### src/rtl/cache_controller_pkg.sv
// Shared cache geometry and controller state type for the direct-mapped cache slice.
// Word addresses split as {tag, index, offset}.
package CacheParams;

  localparam int ADDR_WIDTH  = 32;
  localparam int DATA_WIDTH  = 32;
  localparam int LINE_SIZE   = 4;
  localparam int NUM_LINES   = 16;
  localparam int OFFSET_BITS = $clog2(LINE_SIZE);
  localparam int IDX_BITS    = $clog2(NUM_LINES);
  localparam int TAG_BITS    = ADDR_WIDTH - IDX_BITS - OFFSET_BITS;

  typedef enum logic [2:0] {
    INIT,
    IDLE,
    LOOKUP,
    WB,
    FILL_REQ,
    FILL_WAIT,
    RESP
  } cache_ctrl_state_t;

endpackage

### src/rtl/cache_controller.sv
// Sequencing FSM for a clockless direct-mapped write-back cache: valid sweep, lookup, victim write-back, line fill.
// Optional hit/miss/write-back counters are built when CACHE_CTRL_PERF_EN is defined.
module cache_controller
  import CacheParams::*;
(
  input  logic                  Clk,
  input  logic                  Rst,
  input  logic                  ReqVal,
  output logic                  ReqRdy,
  input  logic [ADDR_WIDTH-1:0] ReqAddr,
  input  logic                  ReqWrEn,
  input  logic [DATA_WIDTH-1:0] ReqWrData,
  output logic                  RespVal,
  output logic [DATA_WIDTH-1:0] RespData,
  output logic                  CacheRst,
  output logic [ADDR_WIDTH-1:0] CacheAddr,
  output logic                  CacheAddrVal,
  output logic [DATA_WIDTH-1:0] CacheWrData,
  output logic                  CacheReplaceEn,
  output logic                  CacheWrEn,
  input  logic [DATA_WIDTH-1:0] CacheRdData,
  input  logic                  CacheHit,
  input  logic                  CacheDirty,
  input  logic [TAG_BITS-1:0]   CacheVictimTag,
  output logic                  MemReqVal,
  input  logic                  MemReqRdy,
  output logic                  MemReqWrEn,
  output logic [ADDR_WIDTH-1:0] MemAddr,
  output logic [DATA_WIDTH-1:0] MemWrData,
  input  logic                  MemRespVal,
  input  logic [DATA_WIDTH-1:0] MemRdData
`ifdef CACHE_CTRL_PERF_EN
  ,
  output logic [31:0]           HitCnt,
  output logic [31:0]           MissCnt,
  output logic [31:0]           WbCnt
`endif
);

  cache_ctrl_state_t state, nextState;

  logic [IDX_BITS-1:0]    idxCnt;
  logic [OFFSET_BITS-1:0] beat;
  logic [ADDR_WIDTH-1:0]  reqAddr;
  logic                   reqWrEn;
  logic [DATA_WIDTH-1:0]  reqWrData;
  logic [TAG_BITS-1:0]    victimTag;
  logic [DATA_WIDTH-1:0]  respData;
  logic                   replay;

  logic [TAG_BITS-1:0]    reqTag;
  logic [IDX_BITS-1:0]    reqIdx;
  logic [ADDR_WIDTH-1:0]  lineBeatAddr;
  logic                   lastBeat;

  assign reqTag       = reqAddr[ADDR_WIDTH-1 -: TAG_BITS];
  assign reqIdx       = reqAddr[OFFSET_BITS +: IDX_BITS];
  assign lineBeatAddr = {reqTag, reqIdx, beat};
  assign lastBeat     = (beat == OFFSET_BITS'(LINE_SIZE - 1));

  always_ff @(posedge Clk) begin
    if (Rst) begin
      state     <= INIT;
      idxCnt    <= '0;
      beat      <= '0;
      reqAddr   <= '0;
      reqWrEn   <= 1'b0;
      reqWrData <= '0;
      victimTag <= '0;
      respData  <= '0;
      replay    <= 1'b0;
    end else begin
      state <= nextState;
      case (state)
        INIT: idxCnt <= idxCnt + 1'b1;
        IDLE: begin
          if (ReqVal) begin
            reqAddr   <= ReqAddr;
            reqWrEn   <= ReqWrEn;
            reqWrData <= ReqWrData;
            replay    <= 1'b0;
          end
        end
        LOOKUP: begin
          beat <= '0;
          if (CacheHit) begin
            respData <= reqWrEn ? '0 : CacheRdData;
          end else if (CacheDirty) begin
            victimTag <= CacheVictimTag;
          end
        end
        // Beat wraps to zero after the last word, ready for the next phase.
        WB: if (MemReqRdy) beat <= beat + 1'b1;
        FILL_WAIT: begin
          if (MemRespVal) begin
            beat <= beat + 1'b1;
            if (lastBeat) replay <= 1'b1;
          end
        end
        default: ;
      endcase
    end
  end

  always_comb begin
    nextState      = state;
    ReqRdy         = 1'b0;
    RespVal        = 1'b0;
    RespData       = respData;
    CacheRst       = 1'b0;
    CacheAddr      = '0;
    CacheAddrVal   = 1'b0;
    CacheWrData    = '0;
    CacheReplaceEn = 1'b0;
    CacheWrEn      = 1'b0;
    MemReqVal      = 1'b0;
    MemReqWrEn     = 1'b0;
    MemAddr        = '0;
    MemWrData      = '0;
    case (state)
      INIT: begin
        CacheRst  = 1'b1;
        CacheAddr = {{TAG_BITS{1'b0}}, idxCnt, {OFFSET_BITS{1'b0}}};
        if (idxCnt == IDX_BITS'(NUM_LINES - 1)) nextState = IDLE;
      end
      IDLE: begin
        ReqRdy = 1'b1;
        if (ReqVal) nextState = LOOKUP;
      end
      LOOKUP: begin
        CacheAddr    = reqAddr;
        CacheAddrVal = 1'b1;
        if (CacheHit) begin
          CacheWrEn   = reqWrEn;
          CacheWrData = reqWrEn ? reqWrData : '0;
          nextState   = RESP;
        end else if (CacheDirty) begin
          nextState = WB;
        end else begin
          nextState = FILL_REQ;
        end
      end
      // Cache is read with AddrVal low so the victim line's tag/valid stay untouched.
      WB: begin
        CacheAddr  = lineBeatAddr;
        MemReqVal  = 1'b1;
        MemReqWrEn = 1'b1;
        MemAddr    = {victimTag, reqIdx, beat};
        MemWrData  = CacheRdData;
        if (MemReqRdy && lastBeat) nextState = FILL_REQ;
      end
      FILL_REQ: begin
        CacheAddr = lineBeatAddr;
        MemReqVal = 1'b1;
        MemAddr   = lineBeatAddr;
        if (MemReqRdy) nextState = FILL_WAIT;
      end
      FILL_WAIT: begin
        CacheAddr = lineBeatAddr;
        if (MemRespVal) begin
          CacheAddrVal   = 1'b1;
          CacheReplaceEn = 1'b1;
          CacheWrData    = MemRdData;
          nextState      = lastBeat ? LOOKUP : FILL_REQ;
        end
      end
      RESP: begin
        RespVal   = 1'b1;
        nextState = IDLE;
      end
      default: nextState = INIT;
    endcase
    // Reset forces every output quiet except the cache clear.
    if (Rst) begin
      nextState      = INIT;
      ReqRdy         = 1'b0;
      RespVal        = 1'b0;
      RespData       = '0;
      CacheRst       = 1'b1;
      CacheAddr      = '0;
      CacheAddrVal   = 1'b0;
      CacheWrData    = '0;
      CacheReplaceEn = 1'b0;
      CacheWrEn      = 1'b0;
      MemReqVal      = 1'b0;
      MemReqWrEn     = 1'b0;
      MemAddr        = '0;
      MemWrData      = '0;
    end
  end

`ifdef CACHE_CTRL_PERF_EN
  // The post-fill replay lookup always hits, so it is not counted as a hit.
  always_ff @(posedge Clk) begin
    if (Rst) begin
      HitCnt  <= '0;
      MissCnt <= '0;
      WbCnt   <= '0;
    end else begin
      if (state == LOOKUP) begin
        if (CacheHit) begin
          if (!replay) HitCnt <= HitCnt + 32'd1;
        end else begin
          MissCnt <= MissCnt + 32'd1;
        end
      end
      if (state == WB && MemReqRdy && lastBeat) WbCnt <= WbCnt + 32'd1;
    end
  end
`endif

endmodule

### config.mk
export PLATFORM = sky130hd
export DESIGN_NAME = cache_controller
export DESIGN_NICKNAME = d
export VERILOG_FILES = /design/src/rtl/cache_controller_pkg.sv /design/src/rtl/cache_controller.sv
export SDC_FILE = /design/constraint.sdc
export NUM_CORES = 1
export LEC_CHECK = 0
export CAP_MARGIN = 20
export CELL_PAD_IN_SITES_DETAIL_PLACEMENT = 0
export CELL_PAD_IN_SITES_GLOBAL_PLACEMENT = 1
export CORE_MARGIN = 2
export CORE_UTILIZATION = 25
export CTS_CLUSTER_DIAMETER = 150
export DETAILED_ROUTE_END_ITERATION = 8
export GPL_ROUTABILITY_DRIVEN = 0
export GPL_TIMING_DRIVEN = 0
export PLACE_DENSITY = 0.84
export SKIP_CTS_REPAIR_TIMING = 1
export SYNTH_ARGS = -nofsm -noshare
export SYNTH_HDL_FRONTEND = slang
export SYNTH_SLANG_ARGS = --single-unit
### constraint.sdc
create_clock -name Clk -period 1.5 [get_ports Clk]
set_input_delay 0.225 -clock Clk [delete_from_list [all_inputs] [get_ports Clk]]
set_output_delay 0.225 -clock Clk [all_outputs]
set_load 0.01 [all_outputs]
Word level (Yosys, flattened, before mapping)
Cells that the tools add are included.
- output and inout bits: 168
- bits in registers: 132
- input bits: 162
- word-level logic and storage cells: 78
- $add $sub $neg: 2
- bitwise logic cells: 1
- multiplexer cells: 43
- equal/unequal tests: 14
- reductions and logical operators: 10
- operator list (operator ; count):
    $mux W32 ; 10
    $pmux W32 S2 ; 2
    $pmux W32 S3 ; 1
    $mux W3 ; 8
    $pmux W3 S7 ; 1
    $mux W1 ; 17
    $ne A2 B2 Y1 const B ; 6
    $eq A3 B3 Y1 const B ; 3
    $eq A3 B2 Y1 const B ; 2
    $pmux W2 S3 ; 1
    $reduce_and A3 Y1 ; 2
    $reduce_and A5 Y1 ; 1
    $add A4 B1 Y4 const B ; 1
    $eq A4 B4 Y1 const B ; 1
    $mux W2 ; 2
    $reduce_and A2 Y1 ; 2
    $eq A3 B1 Y1 const B ; 1
    $logic_not A3 Y1 ; 1
    $reduce_bool A3 Y1 ; 1
    $reduce_or A3 Y1 ; 1
    $add A2 B1 Y2 const B ; 1
    $eq A2 B2 Y1 const B ; 1
    $pmux W1 S2 ; 1
    $reduce_or A2 Y1 ; 1
    other kinds (2) ; 2

Logic depth before layout (Yosys ltp)
- depth in word-level cells: 4
- mapped depth: 8
- gate-level depth less buffers: 5

Least setup slack after synthesis
OpenSTA, ideal clock, no wires.
- kind: reg2out
- start: register state[2]
- end: output CacheWrData[11]
- arrival time: 1450 ps
- path buffers: 3
- cell stages (with the launch flop): 8
- slack: -175 ps
- data required time: 1275 ps
- path through: dfxtp_1 buf_4 nor3b_2 a21oi_1 or2_1 clkbuf_1 clkbuf_1 nor2_1
- cells in the longest elaborated chain, start to end: 3
- elaborated cells between the ends (all ways): 4
- those cells by class: eq/ne: 2; mux: 2
- ends and longest elaborated chain (what ; line ; source):
    start, declared ; cache_controller.sv:40 ; cache_ctrl_state_t state, nextState;
    start signal, assigned ; cache_controller.sv:73 ; state <= nextState;
    $eq A3 B3 Y1 / $eq A3 B2 Y1 (equally long branches) ; cache_controller.sv:120 ; case (state)
    $pmux W32 S2 (*) ; cache_controller.sv:120 ;
    $mux W32 (*) ; cache_controller.sv:174 ; if (Rst) begin
    end, declared ; cache_controller.sv:18 ; output logic [DATA_WIDTH-1:0] CacheWrData,
Every way passes the cells marked *; elsewhere a longest branch is shown, timed or not.

Final worst setup path
- start: register state[2]
- end: output CacheAddr[22]
- cells in the longest elaborated chain, start to end: 4
- elaborated cells between the ends (all ways): 8
- those cells by class: eq/ne: 4; mux: 2; reduce/logical: 2
- ends and longest elaborated chain (what ; line ; source):
    $eq A3 B3 Y1 / $eq A3 B2 Y1 (equally long branches) ; cache_controller.sv:120 ;
    $reduce_or A3 Y1 (no source line) ; - ;
    $pmux W32 S3 (*) ; cache_controller.sv:120 ;
    $mux W32 (*) ; cache_controller.sv:174 ;
    end, declared ; cache_controller.sv:16 ; output logic [ADDR_WIDTH-1:0] CacheAddr,
Marks and branches as above.

==> flow_metrics.tcl <==
set metrics [dict create \
    clock-sinks 132 \
    initial_utilization_pct 25.20 \
    synth_top_cell_area_share_pct 40.59 \
    port_buffers 329 \
    antenna_found_initial 0 \
    holdCritPathClass "primary input to flip-flop" \
    synth_top_area_cell "dfxtp_1" \
    dp.final_hpwl_um 20650 \
    wl_per_cell_um 18.30 \
    crit_fanout 8 \
    numCtsBuffers 17 \
    placedInstanceArea_mm2 0.01037 \
    drt-total-wl_um 30050 \
    max-slew-margin-rel_pct 47.25 \
    final_max_slew_viol_count 0 \
    vias 7898 \
    die_h_um 165.4 \
    grt.overflow.total 0 \
    firstDrtPassIters 5 \
    vdd_drop_max_uv 596.7 \
    htree_num_levels 4 \
    stdcell_count 1642 \
    synth.area.top_cells "dfxtp_1 41%, nand2_1 13%, a21oi_1 7.9%" \
    violations "setup timing" \
    drive_above_1_share_pct 37.80 \
    cts_root_buf "clkbuf_16" \
    syn_nets 1045 \
    synth_area_mm2 0.006510 \
    min_period_ns 2.283 \
    avgViaCountPerCell 4.810 \
    die_w_um 165.4 \
    setup_viol 230 \
    core_mm2 0.02584 \
    setup_slack_ns -0.7829 \
    clock_path_buffers 2 \
    drc 0 \
    drt_first_iter_violations 446 \
    ys_seq_area_share_pct 40.59 \
    cp-start-kind "flip-flop" \
    cts_tree "built" \
    finalClockSkew_ns 0.009773 \
    drv_cap 0 \
    critPathArrivalTime_ns 2.06 \
    synth_edf_count 0 \
    fmax_ghz 0.4380 \
    final_area_mm2 0.01264 \
    synth_cells 881 \
    synthArstFlopShare_pct 0 \
    ys_types 49 \
    rsz0062_at_grt "yes" \
    grt_pass1_wl_um 39330 \
    drtAntennaViolNets 0 \
    clock_latency_ns 0.42 \
    ys_warn_count 0 \
    critPathCaptureType "primary output" \
    rows 59 \
    ys_seq_elements 132 \
    dpl.cell_count 1545 \
    tightest_slew_ns 0.7912 \
    grt_pass1_vias 7005 \
    area_growth_pct 94.12 \
    dieArea_mm2 0.02735 \
    n_fill_cell 2464 \
    p_leak_nw 5.603 \
    p_per_area_mw_per_mm2 1137 \
    nets 1458 \
    final_common_cell "nand2_1" \
    avgSynthCellArea_um2 7.389 \
    finalCritPeriodShare_pct 152.2 \
    hold_violations 0 \
    grt_max_degree 17 \
    io_pins 330 \
    status "complete, but fails checks" \
    grtUsageTotal_pct 18.79 \
    crit_required_ns 1.27 \
    ys.flop_type "dfxtp_1" \
    num_antenna_cells 0 \
    critPathKind "flip-flop to primary output" \
    path_clk_slew_ns 0.07 \
    mostFrequentLayoutCells "197 x nand2_1, 160 x clkdlybuf4s50_1, 129 x dfxtp_1" \
]
==> cells by family after synthesis <==
family / after synthesis / share of synthesized area [%]
simple gates: 443 / 31.73
compound gates: 216 / 20.43
flops: 132 / 40.59
buf+inv: 82 / 5.996
xor+xnor: 3 / 0.4037
mux: 3 / 0.4613
fa+ha+maj: 2 / 0.3843
==> where the power goes <==
part           leakage [nW]  internal [mW]  switching (mW)
combinational          4.25           2.99            2.98
clock                 0.286           2.37            1.87
sequential             1.07           3.88           0.281
==> worst max-delay path, cell delays in order (launching register included) <==
cell,delay (ns)
dfxtp_4,0.37
buf_8,0.14
or2b_4,0.28
a21oi_4,0.22
buf_6,0.12
buf_6,0.11
buf_6,0.09
buf_6,0.08
and2_4,0.13
buf_6,0.09
==> synth_stat cells (2+ instances only) <==
cell type	instances
buf_1	5
nor3_2	2
ha_1	2
a311oi_1	2
buf_4	13
inv_1	3
and2_1	65
o21ai_0	36
mux2i_1	3
nand4_1	2
nand2b_1	4
a22o_1	26
nand2_1	225
clkbuf_1	39
nor3_1	2
nor3b_1	3
buf_2	20
and3_1	3
xor2_1	2
a22oi_1	36
nand3_1	36
dfxtp_1	132
nor2b_1	36
a21oi_1	103
nor2_1	54
o22a_1	4
==> path summary, 6_finish.rpt <==
kind	start	to	slack (ns)	depth (start not counted)
worst max-delay path	state[2]	CacheAddr[22]	-0.78	9
worst min-delay path	CacheVictimTag[21]	victimTag[21]	0.35	3
worst max register to register	state[2]	state[1]	-0.32	8
worst min register to register	reqWrData[0]	reqWrData[0]	0.46	2
==> through the flow <==
step	total power, mW	setup WS (ns)	setup TNS, ns	utilization [%]	hold WS [ns]
final	14.36	-0.7829	-110.12	48.91	0.3496
after global routing	15.01	-0.8733	-126.95	48.91	0.3359
after CTS	12.23	-1.826	-267.68	42.41	0.3315
after detailed placement	7.939	-1.817	-309.09	40.13	0.4461
after global placement	7.916	-1.805	-303.46	40.13	0.4411
after floorplan	6.354	-0.1462	-4.394	-	0.3551
==> state kept, by name, indices dropped and copies added (netlist names) <==
register and count:
victimTag 26, respData 32, state 3, reqWrData 32, reqAddr 32, reqWrEn 1
idxCnt 4, beat 2
==> layer usage <==
| metal | track usage (%) | routed length (µm) | share of wire, % |
|---|---|---|---|
| met1 | 22.72 | 12230 | 41 |
| met2 | 31.93 | 14800 | 49 |
| met3 | 6.518 | 2582 | 8.6 |
| met4 | 4.663 | 437 | 1.5 |
| met5 | 0 | 0 | 0 |
==> area by class of cell <==
class	instances	area (µm²)	area share [%]
sequential	132	2651	20.98
multi-input combinational	667	4263	33.73
clock buffer	17	425.4	3.366
timing repair buffer	396	3916	30.99
clock inverter	15	163.9	1.297
tap	335	419.2	3.317
buffer	77	787.0	6.228
inverter	3	11.26	0.08911
Note: power is estimated with default switching activity, not from simulation.
